**config.mk**
```make
export PLATFORM = sky130hd
export DESIGN_NAME = online_mul_arbiter
export DESIGN_NICKNAME = d
export VERILOG_FILES = /design/src/rtl/online_mul_arbiter.sv
export SDC_FILE = /design/constraint.sdc
export NUM_CORES = 1
export LEC_CHECK = 0
export ABC_AREA = 1
export CORE_MARGIN = 4
export CORE_UTILIZATION = 45
export CTS_CLUSTER_SIZE = 28
export DETAILED_ROUTE_END_ITERATION = 7
export PLACE_DENSITY = 0.82
export SYNTH_ARGS = -nofsm -noshare
export SYNTH_HDL_FRONTEND = slang
export SYNTH_SLANG_ARGS = --single-unit
export TNS_END_PERCENT = 1
```
**constraint.sdc**
```tcl
create_clock -name clk -period 2.64 [get_ports clk]
set_input_delay 0.528 -clock clk [delete_from_list [all_inputs] [get_ports clk]]
set_output_delay 0.528 -clock clk [all_outputs]
set_load 0.05 [all_outputs]
```
**src/rtl/online_mul_arbiter.sv**
```systemverilog
// Round-robin owner of one shared digit-serial online multiplier for two requesters.
// Latency: operand/product digits pass combinationally; grant one cycle after request.
// Backpressure: operand and product handshakes stall freely; the op completes on the NDIG-th product digit.
module online_mul_arbiter #(
    parameter int NDIG  = 8,
    parameter int DELTA = 3
) (
    input  logic       clk,
    input  logic       rst_n,
    input  logic       req0_vd,
    input  logic [1:0] req0_x,
    input  logic [1:0] req0_y,
    output logic       req0_rd,
    output logic [1:0] req0_p,
    output logic       req0_p_vd,
    input  logic       req0_p_rd,
    input  logic       req1_vd,
    input  logic [1:0] req1_x,
    input  logic [1:0] req1_y,
    output logic       req1_rd,
    output logic [1:0] req1_p,
    output logic       req1_p_vd,
    input  logic       req1_p_rd,
    output logic [1:0] mul_x,
    output logic [1:0] mul_y,
    output logic       mul_in_vd,
    input  logic       mul_in_rd,
    input  logic [1:0] mul_p,
    input  logic       mul_out_vd,
    output logic       mul_out_rd,
    output logic [1:0] grant,
    output logic       busy,
    output logic       op_done,
    output logic       err
);
    localparam int CW = $clog2(NDIG + DELTA + 1);
    localparam logic [CW-1:0] N_DIG   = CW'(NDIG);
    localparam logic [CW-1:0] IN_LAST = CW'(NDIG + DELTA);

    typedef enum logic [1:0] {IDLE, FEED, DONE} state_t;

    state_t        state, state_nxt;
    logic [1:0]    grant_nxt;
    logic          ptr, ptr_nxt;
    logic [CW-1:0] in_cnt, in_cnt_nxt;
    logic [CW-1:0] out_cnt, out_cnt_nxt;
    logic          err_nxt;

    logic          g_vd;
    logic          g_p_rd;
    logic [1:0]    g_x, g_y;
    logic          in_hs, out_hs;

    always_comb begin
        g_vd   = grant[1] ? req1_vd   : req0_vd;
        g_x    = grant[1] ? req1_x    : req0_x;
        g_y    = grant[1] ? req1_y    : req0_y;
        g_p_rd = grant[1] ? req1_p_rd : req0_p_rd;
    end

    // Datapath routing is gated by state so IDLE/DONE (and reset) drive all zeros.
    always_comb begin
        mul_x      = 2'b00;
        mul_y      = 2'b00;
        mul_in_vd  = 1'b0;
        mul_out_rd = 1'b0;
        req0_rd    = 1'b0;
        req1_rd    = 1'b0;
        req0_p     = 2'b00;
        req1_p     = 2'b00;
        req0_p_vd  = 1'b0;
        req1_p_vd  = 1'b0;
        if (state == FEED) begin
            if (in_cnt < N_DIG) begin
                mul_x     = (g_x == 2'b11) ? 2'b00 : g_x;
                mul_y     = (g_y == 2'b11) ? 2'b00 : g_y;
                mul_in_vd = g_vd;
                req0_rd   = grant[0] & mul_in_rd & req0_vd;
                req1_rd   = grant[1] & mul_in_rd & req1_vd;
            end else if (in_cnt < IN_LAST) begin
                mul_in_vd = 1'b1;
            end
            mul_out_rd = g_p_rd;
            req0_p     = grant[0] ? mul_p : 2'b00;
            req1_p     = grant[1] ? mul_p : 2'b00;
            req0_p_vd  = grant[0] & mul_out_vd;
            req1_p_vd  = grant[1] & mul_out_vd;
        end
    end

    assign in_hs   = mul_in_vd & mul_in_rd;
    assign out_hs  = mul_out_vd & mul_out_rd;
    assign busy    = (state != IDLE);
    assign op_done = (state == DONE);

    always_comb begin
        state_nxt   = state;
        grant_nxt   = grant;
        ptr_nxt     = ptr;
        in_cnt_nxt  = in_cnt;
        out_cnt_nxt = out_cnt;
        err_nxt     = err;
        if (mul_out_vd && (state != FEED)) begin
            err_nxt = 1'b1;
        end
        case (state)
            IDLE: begin
                if (req0_vd || req1_vd) begin
                    // ptr=0 favours requester 0, ptr=1 favours requester 1
                    if (req0_vd && (!req1_vd || !ptr)) begin
                        grant_nxt = 2'b01;
                    end else begin
                        grant_nxt = 2'b10;
                    end
                    in_cnt_nxt  = '0;
                    out_cnt_nxt = '0;
                    state_nxt   = FEED;
                end
            end
            FEED: begin
                if (in_hs) begin
                    in_cnt_nxt = in_cnt + 1'b1;
                end
                if (out_hs) begin
                    if (out_cnt >= N_DIG) begin
                        err_nxt = 1'b1;
                    end else begin
                        out_cnt_nxt = out_cnt + 1'b1;
                    end
                    if (out_cnt == N_DIG - 1'b1) begin
                        state_nxt = DONE;
                    end
                end
            end
            DONE: begin
                grant_nxt = 2'b00;
                ptr_nxt   = grant[0];
                state_nxt = IDLE;
            end
            default: begin
                state_nxt = IDLE;
                grant_nxt = 2'b00;
            end
        endcase
    end

    always_ff @(posedge clk or negedge rst_n) begin
        if (!rst_n) begin
            state   <= IDLE;
            grant   <= 2'b00;
            ptr     <= 1'b0;
            in_cnt  <= '0;
            out_cnt <= '0;
            err     <= 1'b0;
        end else begin
            state   <= state_nxt;
            grant   <= grant_nxt;
            ptr     <= ptr_nxt;
            in_cnt  <= in_cnt_nxt;
            out_cnt <= out_cnt_nxt;
            err     <= err_nxt;
        end
    end
endmodule

```
# == After elaboration in Yosys (flattened, before gate mapping) ==
# Index checks and enable logic that the tools add are counted.
# totals
ff_bits,14
wordCells,85
# classes
addsub,2
order_cmp,3
eq_ne,11
muxes,41
n_bitwise,9
reduce_logical,13
# op_table
operator,n
2-to-1 mux 2 bit,17
2-to-1 mux 1 bit,16
2-to-1 mux 4 bit,4
one-hot mux 4 bit (2 select lines),2
adder 4 x 1 -> 4 bit (second input constant),2
AND 1 bit,8
< comparator 4 bit (second input constant),2
!= test 2 bit (second input constant),4
one-hot mux 2 bit (2 select lines),2
equality test 2 bit (second input constant),3
AND reduction 3 bit,2
equality test 4 x 3 -> 1 bit (second input constant),1
greater-or-equal comparator 4 bit (second input constant),1
!= test 2 x 1 -> 1 bit (second input constant),2
AND reduction 4 bit,1
nonzero test 2 bit,2
equality test 2 x 1 -> 1 bit (second input constant),1
logical AND 1 bit,2
zero test 1 bit,2
zero test 2 bit,1
logical OR 1 bit,2
AND reduction 2 bit,1
NOT 1 bit,1

# == Longest topological paths before layout ==
# depth
ltp_word,7
mapped_depth,10

# == Worst setup path before layout ==
# No wires, ideal clock.
# synth_timing
kind,register to output
from,register grant[0]
to,output req0_rd
t_arrival_ns,2.354
t_required_ns,2.112
setup_slack_ns,-0.242
stages_incl_launch_ff,3
path_buffers,0
path_cell_list,dfrtp_1 -> inv_1 -> nor4_1
# synth_between
elab_chain_len,4
# synth_lines
element,line_no,rtl
start: declaration,31,"output logic [1:0] grant,"
start signal: assignment,157,grant <= grant_nxt;
AND 1 bit (2 in series),78,req0_rd = grant[0] & mul_in_rd & req0_vd;
2-to-1 mux 1 bit,74,if (in_cnt < N_DIG) begin
2-to-1 mux 1 bit,73,if (state == FEED) begin
end: declaration,13,"output logic req0_rd,"
# Every way passes these cells.

# == Worst setup path in the final report ==
# layout_timing
from,register state[1]
to,output mul_y[1]
# layout_between
elab_chain_len,2
# layout_lines
element,line_no,rtl
start: declaration,42,"state_t state, state_nxt;"
start signal: assignment,156,state <= state_nxt;
equality test 2 x 1 -> 1 bit,73,
2-to-1 mux 2 bit,73,
end: declaration,25,"output logic [1:0] mul_y,"
# Every way passes these cells.

==> results.py <==
metrics = {
    "final_layout": {
        "drive_above_1_share_pct": 23.2,
        "final_core_util_pct": 75.7,
        "final_cell_mix": "nand2_1 (29), clkdlybuf4s50_1 (22), inv_1 (16), dfrtp_1 (14), buf_12 (14)",
        "final_common_cell": "nand2_1",
        "finalNetCount": 186,
        "diodes": 0,
        "syn_to_final_growth_pct": 58.6,
        "stdcell_count": 191,
        "num-fill-cells": 131,
    },
    "synthesis": {
        "syn_avg_cell_area_sq_um": 7.51,
        "synthesis.nets": 147,
        "ys_seq_area_share_pct": 37.0,
        "synth.area.top_cells": "dfrtp_1 (37%), nand2_1 (12%), inv_1 (6.3%), nor3_1 (5.8%), ha_1 (4.0%)",
        "synth_top_cell_area_share_pct": 37.0,
        "netlist_instances": 126,
        "syn_area_sq_um": 946,
        "ys_ff_latch": 14,
        "yosys.area.top_type": "dfrtp_1",
        "synth_cell_types": 26,
        "synth_warnings": 0,
    },
    "clock_network": {
        "root_buffer": "clkbuf_4",
        "cts_sinks": 14,
        "post_cts_buffers": 0,
        "htreeDepth": 1,
        "cts_made_buffers": 3,
        "cts_tree": "built",
        "clock_latency_ns": 0.27,
        "cts_hold_buf": 0,
        "path_clk_slew_ns": 0.09,
        "cts_buffer_depth": 2,
        "post_cts_resized": 0,
    },
    "floorplan": {
        "die_w_um": 53.8,
        "die_area_sq_mm": 0.00290,
        "ios": 37,
        "rows": 16,
        "coreArea_sq_mm": 0.00198,
        "fp.dieH_um": 53.8,
        "start_util_pct": 47.7,
    },
    "global_route": {
        "overflow": 0,
        "antenna_found_initial": 0,
        "grt_util_all_layers_pct": 17.6,
        "grt_max_degree": 15,
        "grt_pass1_wl_mm": 3.77,
        "grt_pass1_vias": 922,
    },
    "setup_path": {
        "worstPathRequired_ns": 2.11,
        "reg2reg_depth": 6,
        "crit_arrival_ns": 1.86,
        "cp-end-kind": "output port",
        "path_class": "reg2out",
        "crit_fanout": 12,
        "cp-start-kind": "register",
    },
    "status": {
        "status": "finished clean",
    },
    "timing": {
        "slew_headroom_pct": 58.8,
        "setup_violations": 0,
        "rsz0062_at_grt": "false",
        "fin_crit_ns": 2.39,
        "tns_ns": 0,
        "worst_pin_slew_ns": 0.615,
        "final.period_utilization_pct": 90.3,
        "maxSlewViolCount": 0,
        "hold_slack_ns": 0.505,
        "max_freq_ghz": 0.419,
        "hold_viol_final": 0,
        "skew_ns": 0.00942,
    },
    "drt": {
        "wl_per_cell_um": 12.3,
        "drc_errors": 0,
        "firstDrtPassIters": 4,
        "ant_nets": 0,
        "drt-total-wl_mm": 2.36,
        "drt_first_iter_violations": 9,
        "vias_per_cell": 4.97,
        "vias": 949,
    },
    "power": {
        "p_leak_nw": 0.712,
        "vdd_drop_max_uv": 386,
        "power.density_mw_per_mm2": 315,
        "power.total_w": 0.000472,
    },
    "placed_design": {
        "hpwl_mm": 1.98,
        "dp_cells": 187,
        "port_buffers": 36,
        "gp_congestion": 0.784,
    },
    "min_path": {
        "min_path_cells": 2,
        "min_path_type": "reg2reg",
    },
    "run": {
        "max_cap_violations": 0,
    },
}
-- critical path: stages (launching register included) --
cell and delay (ns):
dfrtp_1 0.44, inv_2 0.11, nand2_2 0.18, nor2_2 0.20, inv_1 0.12, nor3_1 0.35
buf_12 0.19
-- power by group --
group | internal (W) | switching, W
clock network | 0.0000838 | 0.0000666
registers | 0.000216 | 0.00000302
logic | 0.0000500 | 0.0000532
total | 0.000350 | 0.000123
-- flip-flops by register name, indices dropped and copies added (netlist names) --
name	count
in_cnt	4
out_cnt	4
grant	2
state	2
err	1
ptr	1
-- layer usage --
metal / up-vias / track usage [%] / part of all wire (%)
li1: 486 / - / -
met1: 435 / 19.3 / 40
met2: 26 / 34.3 / 53
met3: 2 / 3.32 / 7.2
met4: 0 / 3.83 / 0.34
met5: - / 0 / 0
-- final cells by class --
type	instances	area (sq um)	area share [%]
Sequential cell	14	350	23.4
Timing Repair Buffer	36	500	33.4
Inverter	20	80.1	5.34
Multi-Input combinational cell	90	499	33.3
Clock buffer	4	36.3	2.42
Tap cell	27	33.8	2.25
-- metrics by stage --
stage	area, sq um	worst slack [ns]
final	1500	0.255
after global routing	1500	0.0667
after CTS	1500	0.249
after detailed placement	1460	0.379
after global placement	1460	0.402
after floorplan	952	0.0650
-- synthesized netlist by cell type, drive strengths merged --
cell     n
a21boi   1
a21oi    5
and3     2
buf      2
clkinv   1
dfrtp   14
ha       3
inv     19
mux2i    2
nand2   34
nand3    9
nand4    1
nor2    13
nor3    11
nor4     1
o211ai   1
o21ai    5
o22ai    2
-- kinds of logic (layout without fill, tap and decap cells) --
kind of cell | Yosys count | after routing | synth area share [%]
simple gates | 71 | 71 | 37.4
buf+inv | 22 | 60 | 10.8
compound gates | 14 | 14 | 8.60
flops | 14 | 14 | 37.0
fa+ha+maj | 3 | 3 | 3.97
mux | 2 | 2 | 2.12
-- worst paths after layout --
kind                            startpoint          to  slack, ns
worst min-delay path                   err         err       0.51
worst max register to register    state[1]  out_cnt[1]       1.10
worst max-delay path              state[1]    mul_y[1]       0.25
worst min register to register         err         err       0.51
min in group asynchronous            rst_n    grant[1]       0.63
max in group asynchronous            rst_n         ptr       1.60
Power figures use the tool's default switching activity.
